--- src/rtl/sched_ctrl.sv ---
// Schedule controller for the shared ALU / MUL / LOGIC datapath computing
// (i1*i2*(i5+i6))*(i3*i4) - ((i1*i2)^(i5+i6)); Moore FSM with start/stall.
module sched_ctrl #(
  parameter logic [3:0] IDLE_SEL = 4'd15
) (
  input  logic       clk,
  input  logic       rst,
  input  logic       start,
  input  logic       stall,
  output logic [3:0] alu1_sel1,
  output logic [3:0] alu1_sel2,
  output logic       alu1_op,
  output logic [3:0] mul1_sel1,
  output logic [3:0] mul1_sel2,
  output logic       mul1_op,
  output logic [3:0] log1_sel1,
  output logic [3:0] log1_sel2,
  output logic [1:0] log1_op,
  output logic       reg_mul2_en,
  output logic       reg_mul5_en,
  output logic       reg_alu6_en,
  output logic       reg_mul7_en,
  output logic       reg_mul10_en,
  output logic       reg_log11_en,
  output logic       reg_alu12_en,
  output logic       result_en,
  output logic       done_next,
  output logic       busy
);

  typedef enum logic [2:0] {IDLE, S1, S2, S3, S4, S5, OUT} state_t;

  state_t state;
  logic   wr;

  always_ff @(posedge clk or posedge rst) begin
    if (rst) begin
      state <= IDLE;
    end else begin
      case (state)
        IDLE:    if (start && !stall) state <= S1;
        S1:      if (!stall) state <= S2;
        S2:      if (!stall) state <= S3;
        S3:      if (!stall) state <= S4;
        S4:      if (!stall) state <= S5;
        S5:      if (!stall) state <= OUT;
        OUT:     if (!stall) state <= IDLE;
        default: state <= IDLE;
      endcase
    end
  end

  // Selects/ops follow the state even while stalled; only writes are gated.
  assign wr = !stall;

  always_comb begin
    alu1_sel1    = IDLE_SEL;
    alu1_sel2    = IDLE_SEL;
    alu1_op      = 1'b0;
    mul1_sel1    = IDLE_SEL;
    mul1_sel2    = IDLE_SEL;
    mul1_op      = 1'b0;
    log1_sel1    = IDLE_SEL;
    log1_sel2    = IDLE_SEL;
    log1_op      = 2'b00;
    reg_mul2_en  = 1'b0;
    reg_mul5_en  = 1'b0;
    reg_alu6_en  = 1'b0;
    reg_mul7_en  = 1'b0;
    reg_mul10_en = 1'b0;
    reg_log11_en = 1'b0;
    reg_alu12_en = 1'b0;
    result_en    = 1'b0;
    done_next    = 1'b0;
    busy         = (state != IDLE);
    case (state)
      S1: begin
        mul1_sel1   = 4'd0;
        mul1_sel2   = 4'd1;
        reg_mul2_en = wr;
      end
      S2: begin
        mul1_sel1   = 4'd2;
        mul1_sel2   = 4'd3;
        reg_mul5_en = wr;
        alu1_sel1   = 4'd4;
        alu1_sel2   = 4'd5;
        reg_alu6_en = wr;
      end
      S3: begin
        mul1_sel1   = 4'd6;
        mul1_sel2   = 4'd8;
        reg_mul7_en = wr;
      end
      S4: begin
        mul1_sel1    = 4'd9;
        mul1_sel2    = 4'd7;
        reg_mul10_en = wr;
        log1_sel1    = 4'd6;
        log1_sel2    = 4'd8;
        log1_op      = 2'b10;
        reg_log11_en = wr;
      end
      S5: begin
        alu1_sel1    = 4'd10;
        alu1_sel2    = 4'd11;
        alu1_op      = 1'b1;
        reg_alu12_en = wr;
      end
      OUT: begin
        result_en = wr;
        done_next = wr;
      end
      default: ;
    endcase
  end

endmodule

--- config.mk ---
export PLATFORM = sky130hd
export DESIGN_NAME = sched_ctrl
export DESIGN_NICKNAME = d
export VERILOG_FILES = /design/src/rtl/sched_ctrl.sv
export SDC_FILE = /design/constraint.sdc
export NUM_CORES = 1
export LEC_CHECK = 0
export ABC_AREA = 1
export BUFFER_PORTS_ARGS = -buffer_cell sky130_fd_sc_hd__buf_2
export CAP_MARGIN = 20
export CORE_MARGIN = 3
export CORE_UTILIZATION = 30
export DETAILED_ROUTE_END_ITERATION = 10
export PLACE_DENSITY = 0.6
export SYNTH_ARGS = -nofsm -noshare
export SYNTH_HDL_FRONTEND = slang
export SYNTH_SLANG_ARGS = --single-unit
--- constraint.sdc ---
create_clock -name clk -period 3 [get_ports clk]
set_input_delay 0.15 -clock clk [delete_from_list [all_inputs] [get_ports clk]]
set_output_delay 0.15 -clock clk [all_outputs]
set_load 0.01 [all_outputs]
# Word level (Yosys, flattened, before mapping)
# Index checks and enable logic that the tools add are counted.
[classes]
eq_ne = 13
mux = 22
n_reduce_logical = 5
[ops]
columns = ["op", "count"]
rows = [
  ["$pmux W4 S4", 2],
  ["$mux W3", 8],
  ["$pmux W3 S7", 1],
  ["$pmux W4 S2", 2],
  ["$ne A2 B2 Y1 const B", 7],
  ["$eq A3 B3 Y1 const B", 3],
  ["$mux W1", 7],
  ["$reduce_and A7 Y1", 1],
  ["$eq A3 B2 Y1 const B", 2],
  ["$mux W4", 1],
  ["$eq A3 B1 Y1 const B", 1],
  ["$logic_not A3 Y1", 1],
  ["$reduce_bool A3 Y1", 1],
  ["$mux W2", 1],
  ["$logic_and A1 B1 Y1", 1],
  ["$logic_not A1 Y1", 1],
]
[word_totals]
register_bits = 3
in_bits = 4
wordCells = 41

# Logic depth before layout (Yosys ltp)
# Gate-level depths: netlist (run 1).
[depth]
ltp_word = 4
mapped_depth = 7
depth_no_buf = 5

# Least setup slack after synthesis (run 1)
# Ideal clock, no wire load.
[synth_timing]
path_type = "reg-to-output"
startpoint = "register state[2]"
endpoint = "output port mul1_sel2[3]"
arrival_time_ns = 1.237
required_time_ns = 2.850
path_slack_ns = 1.613
stages_incl_launch_ff = 5
path_buffers = 1
cell_sequence = "dfrtp_1 inv_4 nor2_8 nor3_1 buf_4"
[synth_via]
elab_chain_cells = 2
elab_cells_between_ends = 5
classes_between = "4 x eq/ne; 1 x mux"
[synth_rtl]
columns = ["item", "line_no", "source"]
rows = [
  ["from (decl)", "33", "state_t state;"],
  ["from (signal assigned)", "38", "state <= IDLE;"],
  ["from (signal assigned)", "41", "IDLE: if (start && !stall) state <= S1;"],
  ["from (signal assigned)", "42", "S1: if (!stall) state <= S2;"],
  ["$eq A3 B3 Y1 (tied with other cells)", "76", "case (state)"],
  ["$pmux W4 S4 (*)", "76", ""],
  ["to (decl)", "14", "output logic [3:0] mul1_sel2,"],
]
# Mark *: on every way between the ends. The rest lies on a longest branch, timed or not.

# Worst setup path after layout (run 1)
[layout_timing]
startpoint = "register state[0]"
endpoint = "output port mul1_sel1[2]"
[layout_via]
elab_chain_cells = 2
elab_cells_between_ends = 5
classes_between = "4 x eq/ne; 1 x mux"
[layout_rtl]
columns = ["item", "line_no", "source"]
rows = [
  ["$eq A3 B3 Y1 (tied with other cells)", "76", ""],
  ["$pmux W4 S4 (*)", "76", ""],
  ["to (decl)", "13", "output logic [3:0] mul1_sel1,"],
]
# Marks and branches as above.

==> results.cfg, run 1 <==
[placement]
port_buffers = 35
dpl_worst_slack_ps = 1660
place.detailed.instances = 106
finalWeightedCongestion = 0.702
detailed_place.area_um2 = 563
detailedPlacementHpwl_um = 845

[power_and_ir_drop]
power.switching_uw = 416
ir_drop_uv = 303
p_leak_nw = 0.368
switching_share_pct = 56.9
power_density_mw_per_mm2 = 1220
cellInternalPower_uw = 315
clkPwrFrac_pct = 9.4
p_total_uw = 732
combPwrFrac_pct = 74.6
seq_power_share_pct = 16.0

[sta]
holdWs_ps = 292
finalSetupViolations = 0
layout_min_cycle_time_ps = 1580
skew_ps = 1.77
max_freq_mhz = 635
grt_setup_unrepaired = false
min_period_over_period_pct = 52.5
post-route-worst-setup-slack_ps = 1420
final_hold_viol_count = 0
finalSetupTns_ps = 0
finalMaxSlewViolations = 0

[global_route]
grt_util_all_layers_pct = 8.18
globalRouteOverflowTotal = 0
grt_first_pass_wirelength_mm = 1.35
pin_count_of_the_biggest_net_entering_global_routing = 10
number_of_antenna_violations_at_the_first_check_in_global_routing = 0
grt_pass1_vias = 319

[floorplanning]
design.die.area_mm2 = 0.00228
core.rowCount = 14
io-pin-count = 42
y_dimension_of_the_die_um = 47.7
core_area_mm2 = 0.00158
floorplan.initialDensity_pct = 33.1
chipWidth_um = 47.7

[logic_synthesis]
avgSynthCellArea_um2 = 7.15
synth_seq_cells = 3
netlist-cell-type-count = 19
synth_enable_flop_cells = 0
synth-seq-area-share_pct = 14.4
yosysWarningCount = 0
post_synthesis_instance_area_um2 = 522
synth_ff_type = sky130_fd_sc_hd__dfrtp_1
ys_top_cells_by_count = 21 x sky130_fd_sc_hd__buf_4, 14 x sky130_fd_sc_hd__nand2_1, 5 x sky130_fd_sc_hd__nor2_1
yosysMostFrequentCell = sky130_fd_sc_hd__buf_4
synth_top_area_cell = sky130_fd_sc_hd__buf_4
synth.top_cell.area_share_pct = 30.2
dominant_cells_by_area_after_synthesis = sky130_fd_sc_hd__buf_4 30%, sky130_fd_sc_hd__dfrtp_1 14%, sky130_fd_sc_hd__nand2_1 10%
synth_async_sr_flop_share_pct = 100
syn_inst = 73

[finish]
finish.net_count = 100
n_antenna_cell = 0
top_regs = state: 3 flops
finalInstanceArea_um2 = 599
instances_no_fill = 111
finish.utilization_pct = 38.0
area_added_between_synthesis_and_finish_pct = 14.9
drive_gt1_share_pct = 56.8
regMostFlops = state
fillerInstances = 178
number_of_flip_flops_in_the_largest_register = 3

[worst_setup_path]
cp-start-kind = flip-flop
type_of_the_setup_path_with_the_least_slack = flip-flop to output port
cell_by_cell_trace_of_the_critical_path = inv_2, nand2_1, nor2_1, nor3_1, buf_2
critical_path_arrival_ps = 1430
slowest_delay_ps = 550
path_max_fanout = 8
endpoint_kind = output port
required_ps = 2850
slowest_stage_cell_on_the_critical_path = sky130_fd_sc_hd__dfrtp_1
reg2reg_slack_ps = 1880

[job]
maxCapViolCount = 0

[clock_network]
clk_root_buffer_cell = sky130_fd_sc_hd__clkbuf_4
numClockSinks = 3
cts_buffers = 3
post_cts_resized = 0
max-clock-path-buffers = 2
cts_tree = done
postCtsSetupRepairBufs = 0
cts_htree_levels = 1
worst_setup_hold_path_clk_slew_ps = 40
insertion_delay_ps = 230
hold_buffer_count_at_cts = 1

[detailed_routing]
vias_per_cell = 4.12
ant_nets = 0
wl_per_cell_um = 8.90
dr.first_iter.drc_count = 2
num_vias = 457
number_of_drc_violations_after_detailed_routing = 0
totalWireLength_um = 988
detail_route.first_pass.iterations = 2

[run_status]
outcome = finished, final reports clean

[min_path]
min_delay_path_class = input port to flip-flop
[path summary, 6_finish.rpt]
kind | start | endpoint | depth (start not counted)
worst max-delay path | state[0] | mul1_sel1[2] | 5
worst min-delay path | start | state[1] | 5
worst max register to register | state[0] | state[0] | 5
worst min register to register | state[2] | state[2] | 2
max in group asynchronous | rst | state[2] | 3
min in group asynchronous | rst | state[1] | 3
[final cells by class]
class,instances,area (um^2),share of cell area (%)
multi-input cells,45,264,44.1
clock buffers,4,26.3,4.38
inverters,7,28.8,4.80
repair buffers,36,185,30.9
flip-flops and latches,3,75.1,12.5
well taps,16,20.0,3.34
[layout by cell type (no fill, tap or decap), types with 3 or more instances in the layout]
cell type and count:
sky130_fd_sc_hd__buf_2 35, sky130_fd_sc_hd__clkbuf_4 3, sky130_fd_sc_hd__conb_1 6, sky130_fd_sc_hd__dfrtp_1 3, sky130_fd_sc_hd__inv_2 4, sky130_fd_sc_hd__nand2_1 14
sky130_fd_sc_hd__nand3_1 4, sky130_fd_sc_hd__nor2_1 5, sky130_fd_sc_hd__nor2_2 3, sky130_fd_sc_hd__nor3_1 3
[critical path, delay by kind of cell, from the launching register on]
| kind | cells | cell delay [ps] |
|---|---|---|
| simple gates | 3 | 370 |
| flops | 1 | 550 |
| buf+inv | 2 | 280 |
[power groups by stage]
stage	clock network [mW]	logic [mW]	registers, mW
2_1_floorplan	0	0.524	0.0770
3_3_place_gp	0	0.551	0.116
3_5_place_dp	0	0.554	0.117
4_1_cts	0.0711	0.557	0.116
5_1_grt	0.0794	0.609	0.125
6_report	0.0686	0.546	0.117
[cells by family (layout without fill, tap and decap cells)]
logic type             Yosys count  count (layout)  share of synthesized area, %
other                            2               6                          1.44
flip-flops                       3               3                          14.4
buffers and inverters           29              47                          37.9
AND/OR/NAND/NOR                 37              37                          44.4
AO/OA/AOI/OAI                    2               2                          1.92
[metal layers]
metal	vias up	share of wire [%]	track usage (%)
li1	240	-	-
met1	194	44	12.0
met2	23	46	11.9
met3	0	9.3	1.13
met4	0	0	3.23
met5	-	0	0
No activity file was read; power rests on OpenSTA's default activity.
==> inputs of run 2 (changes only) <==
- ABC_AREA: 1 -> 0
- PLACE_DENSITY: 0.6 -> 0.66
- clock period: 3 -> 1.35 ns (I/O delays scaled with it)
==> results.cfg, run 2 <==
[detailed_routing]
detail_route.first_pass.iterations = 3
number_of_drc_violations_after_detailed_routing = 0
num_vias = 446
ant_nets = 0
vias_per_cell = 4.21
dr.first_iter.drc_count = 5
wl_per_cell_um = 9.58
totalWireLength_mm = 1.02

[logic_synthesis]
synth_async_sr_flop_share_pct = 100
yosysMostFrequentCell = sky130_fd_sc_hd__buf_4
synth-seq-area-share_pct = 16.4
avgSynthCellArea_um2 = 7.27
synth_top_area_cell = sky130_fd_sc_hd__buf_4
syn_inst = 63
netlist-cell-type-count = 22
dominant_cells_by_area_after_synthesis = sky130_fd_sc_hd__buf_4 34%, sky130_fd_sc_hd__dfrtp_1 16%, sky130_fd_sc_hd__nor2_1 5.7%
synth.top_cell.area_share_pct = 34.4
post_synthesis_instance_area_um2 = 458
synth_enable_flop_cells = 0
ys_top_cells_by_count = 21 x sky130_fd_sc_hd__buf_4, 7 x sky130_fd_sc_hd__nor2_1, 4 x sky130_fd_sc_hd__inv_1, 4 x sky130_fd_sc_hd__nand2_1, 4 x sky130_fd_sc_hd__nor3_1
synth_ff_type = sky130_fd_sc_hd__dfrtp_1
synth_seq_cells = 3
yosysWarningCount = 0

[worst_setup_path]
required_ps = 1280
cp.buffers_inverters = 2
crit_start = state[2]
type_of_the_setup_path_with_the_least_slack = flip-flop to output port
path_max_fanout = 7
endpoint_kind = output port
critical_path_arrival_ps = 1240
rr_startpoint = state[2]
slowest_delay_ps = 450
timing.critical_path.max_delay_family = flip-flops
cell_by_cell_trace_of_the_critical_path = clkbuf_2, nor3_1, buf_2
slowest_stage_cell_on_the_critical_path = sky130_fd_sc_hd__dfrtp_2
cp-start-kind = flip-flop

[finish]
n_antenna_cell = 0
instances_no_fill = 106
area_added_between_synthesis_and_finish_pct = 31.1
number_of_flip_flops_in_the_largest_register = 3
finalInstanceArea_um2 = 601
regMostFlops = state
drive_gt1_share_pct = 62.6
top_regs = state: 3 flops
layout_common_cells = 35 x sky130_fd_sc_hd__buf_2, 6 x sky130_fd_sc_hd__conb_1, 6 x sky130_fd_sc_hd__buf_4
finish.net_count = 96
most_frequent_standard_cell_in_the_layout_excluding_fill_and_tap_cells = sky130_fd_sc_hd__buf_2

[clock_network]
clk_root_buffer_cell = sky130_fd_sc_hd__clkbuf_4
cts_htree_levels = 1
cts_tree = done
worst_setup_hold_path_clk_slew_ps = 40
insertion_delay_ps = 230
cts_buffers = 3
numClockSinks = 3
max-clock-path-buffers = 2

[sta]
layout_min_cycle_time_ps = 1310
post-route-worst-setup-slack_ps = 44.3
min_period_over_period_pct = 96.7
finalMaxSlewViolations = 0
max_freq_mhz = 766
skew_ps = 2.59
holdWs_ps = 214
finalSetupViolations = 0
grt_setup_unrepaired = true
final_hold_viol_count = 0

[floorplanning]
design.die.area_mm2 = 0.00203
chipWidth_um = 45.1
floorplan.initialDensity_pct = 33.5
io-pin-count = 42
core.rowCount = 13
core_area_mm2 = 0.00137
y_dimension_of_the_die_um = 45.1

[global_route]
pin_count_of_the_biggest_net_entering_global_routing = 13
number_of_antenna_violations_at_the_first_check_in_global_routing = 0
grt_pass1_vias = 310
grt_first_pass_wirelength_mm = 1.32
grt_util_all_layers_pct = 9.40
globalRouteOverflowTotal = 0

[power_and_ir_drop]
power.switching_uw = 764
power_density_mw_per_mm2 = 2640
switching_share_pct = 48.2
p_total_mw = 1.58
ir_drop_uv = 737
combPwrFrac_pct = 75.6
cellInternalPower_uw = 820
clkPwrFrac_pct = 10.1
seq_power_share_pct = 14.3
p_leak_nw = 0.333

[placement]
place.detailed.instances = 95
detailedPlacementHpwl_um = 778
port_buffers = 35
detailed_place.area_um2 = 500
dpl_worst_slack_ps = 152
finalWeightedCongestion = 0.749

[job]
maxCapViolCount = 0

[min_path]
timing.hold.worst.start = start
min_delay_path_class = input port to flip-flop

[run_status]
outcome = finished, final reports clean
==> run 2: cell count changes after synthesis, sizes merged, moves of 2 or more <==
| cell | before | now |
|---|---|---|
| nand2 | 17 | 4 |
| nor2 | 10 | 7 |
| inv | 7 | 4 |
| nand2b | 0 | 3 |
| nand3 | 7 | 0 |
| or2 | 0 | 2 |
==> run 2: through the flow <==
step | TNS (ps) | utilization [%]
after floorplan | 0 | -
after global placement | 0 | 36.6
after detailed placement | 0 | 36.6
after CTS | -26.7 | 40.1
after global routing | -37.9 | 44.0
final | 0 | 44.0
==> run 2: worst paths after layout <==
kind	endpoint	slack [ps]	cells after the start
worst max register to register	state[0]	80	4
min in group asynchronous	state[2]	230	3
max in group asynchronous	state[1]	980	3
worst min-delay path	state[0]	210	3
worst max-delay path	reg_mul5_en	40	3
worst min register to register	state[0]	670	2
==> run 2: logic make-up (layout without fill, tap and decap cells) <==
logic type	Yosys count	in the layout	synth area share, %
AOI/OAI and AO/OA	6	6	9.84
muxes	1	1	3.28
and+or+nand+nor	23	23	25.7
buffers and inverters	27	51	41.3
other	2	6	1.64
xor gates and xnor gates	1	1	1.91
DFF	3	3	16.4
==> run 2: worst reg2reg max path, stage by stage, from the launching register on <==
cell,delay (ps)
sky130_fd_sc_hd__dfrtp_2,450
sky130_fd_sc_hd__clkbuf_2,160
sky130_fd_sc_hd__buf_4,150
sky130_fd_sc_hd__nor4_1,320
sky130_fd_sc_hd__a2111oi_2,60
==> run 2: layout make-up <==
type | instances | area, um^2
clock buffer | 4 | 26.3
fill | 153 | 766
inverter | 4 | 15.0
multi-input combinational | 37 | 226
sequential | 3 | 78.8
tap | 15 | 18.8
timing repair buffer | 43 | 235
==> run 2: layer usage <==
metal / part of all wire [%] / vias to the layer above / GRT usage (%)
met5: 0 / - / 0
met4: 0 / 0 / 5.26
met3: 8.2 / 0 / 4.78
met2: 55 / 17 / 14.7
met1: 37 / 200 / 10.2
li1: - / 229 / -
==> run 2: timing repair <==
| item | in CTS | in global routing |
|---|---|---|
| setup buffers | 0 | 6 |
| hold buffers | 1 | 0 |
| resized for setup | 4 | 3 |
| pin swaps | 0 | 0 |
| setup endpoints to repair | 15 | 15 |
| endpoints found under the hold margin | 3 | 0 |
==> run 2: power groups by stage <==
stage                     Clock, mW  Sequential [mW]  Combinational, mW
after floorplan                   0            0.162              0.961
after global placement            0            0.245              0.996
after detailed placement          0            0.251               1.01
after CTS                     0.169            0.269               1.03
after global routing          0.173            0.234               1.31
final                         0.160            0.227               1.20
==> inputs of run 3 (changes only) <==
- ABC_AREA: 0 -> unset
- PLACE_DENSITY: 0.66 -> 0.71
==> results.cfg, run 3 (same netlist as run 2, synthesis figures left out) <==
[global_route]
grt_pass1_vias = 335
number_of_antenna_violations_at_the_first_check_in_global_routing = 0
pin_count_of_the_biggest_net_entering_global_routing = 13
grt_first_pass_wirelength_mm = 1.27
grt_util_all_layers_pct = 8.92
globalRouteOverflowTotal = 0

[sta]
holdWs_ps = 207
final_hold_viol_count = 0
finalMaxSlewViolations = 0
min_period_over_period_pct = 98.1
layout_min_cycle_time_ps = 1320
finalSetupViolations = 0
grt_setup_unrepaired = true
skew_ps = 4.23
max_freq_mhz = 755
post-route-worst-setup-slack_ps = 25.8

[detailed_routing]
met2WireLength_um = 526
num_vias = 440
number_of_drc_violations_after_detailed_routing = 0
wirelength_met1_um = 326
ant_nets = 0
dr.first_iter.drc_count = 3
totalWireLength_um = 961
wl_per_cell_um = 9.33
dr_wl_met3_um = 94
highest_layer = met4
detail_route.first_pass.iterations = 2
vias_per_cell = 4.27

[floorplanning]
io-pin-count = 42
core.rowCount = 13
chipWidth_um = 45.1
y_dimension_of_the_die_um = 45.1
floorplan.initialDensity_pct = 33.5
design.die.area_mm2 = 0.00203
core_area_mm2 = 0.00137

[worst_setup_path]
timing.critical_path.max_delay_family = flip-flops
slowest_delay_ps = 450
required_ps = 1280
endpoint_kind = output port
cp.buffers_inverters = 2
cp-start-kind = flip-flop
slowest_stage_cell_on_the_critical_path = sky130_fd_sc_hd__dfrtp_2
type_of_the_setup_path_with_the_least_slack = flip-flop to output port
cell_by_cell_trace_of_the_critical_path = buf_4, nand2b_4, nor3_1, buf_2
path_max_fanout = 9
critical_path_arrival_ps = 1260

[clock_network]
cts_htree_levels = 1
insertion_delay_ps = 240
numClockSinks = 3
max-clock-path-buffers = 2
cts_buffers = 3
worst_setup_hold_path_clk_slew_ps = 30
cts_tree = done
clk_root_buffer_cell = sky130_fd_sc_hd__clkbuf_4

[placement]
finalWeightedCongestion = 0.744
place.detailed.instances = 95
detailedPlacementHpwl_um = 730
detailed_place.area_um2 = 500
dpl_worst_slack_ps = 162
port_buffers = 35

[finish]
regMostFlops = state
area_added_between_synthesis_and_finish_pct = 28.4
top_regs = state: 3 flops
finish.net_count = 93
finalInstanceArea_um2 = 588
n_antenna_cell = 0
layout_common_cells = 35 x sky130_fd_sc_hd__buf_2, 6 x sky130_fd_sc_hd__conb_1, 5 x sky130_fd_sc_hd__nor2_1
finish.utilization_pct = 43.0
most_frequent_standard_cell_in_the_layout_excluding_fill_and_tap_cells = sky130_fd_sc_hd__buf_2
instances_no_fill = 103
number_of_flip_flops_in_the_largest_register = 3
drive_gt1_share_pct = 63.6

[min_path]
min_delay_path_class = input port to flip-flop

[job]
maxCapViolCount = 0

[power_and_ir_drop]
p_leak_nw = 0.320
ir_drop_uv = 744
power_density_mw_per_mm2 = 2610

[run_status]
outcome = finished, final reports clean
-- run 3: cell types whose count changed in the layout (fill, tap and decap cells not counted) --
cell,previous run,this run
sky130_fd_sc_hd__nor3_1,3,2
sky130_fd_sc_hd__nand2_1,4,3
sky130_fd_sc_hd__clkbuf_2,1,0
sky130_fd_sc_hd__nor3_2,1,2
sky130_fd_sc_hd__buf_4,6,4
sky130_fd_sc_hd__nand2_2,0,1
-- run 3: layout make-up --
class                      count  area [um^2]
fill                         155          778
clock buffer                   4         26.3
multi-input combinational     37          234
sequential                     3         78.8
inverter                       4         15.0
timing repair buffer          40          215
tap                           15         18.8
-- run 3: power by group --
| group | internal, mW | switching, mW |
|---|---|---|
| Sequential | 0.141 | 0.123 |
| Combinational | 0.530 | 0.579 |
| Clock | 0.111 | 0.0500 |
-- run 3: stage by stage --
step	power (mW)	setup TNS [ps]
floorplan	1.12	0
global placement	1.24	0
detailed placement	1.25	0
CTS	1.45	0
global route	1.67	-52.5
finish	1.53	0
-- run 3: path summary, 6_finish.rpt --
kind | from | to | slack, ps | depth (start not counted)
hold / removal | start | state[0] | 210 | 3
max in group asynchronous | rst | state[1] | 970 | 3
setup / recovery | state[0] | reg_mul2_en | 30 | 4
min in group asynchronous | rst | state[2] | 230 | 3
hold reg to reg | state[2] | state[0] | 620 | 1
setup reg to reg | state[0] | state[0] | 200 | 3
-- run 3: tightest hold or removal path, cell delays in order --
cell	delay (ps)
sky130_fd_sc_hd__buf_2	80
sky130_fd_sc_hd__nor4_1	40
sky130_fd_sc_hd__a2111oi_2	190
-- run 3: routing by layer --
metal  up-vias  global-route usage, %
met5         -                      0
met4         0                   8.77
met3         2                   2.39
met2        21                   14.1
met1       197                   9.25
li1        220                      -
-- run 3: timing repair --
item | in CTS | in global routing
resized for setup | 4 | 5
hold buffers | 1 | 0
endpoints found under the hold margin | 3 | 0
pin swaps | 0 | 0
buffers inserted | 0 | 3
setup endpoints to repair | 13 | 13
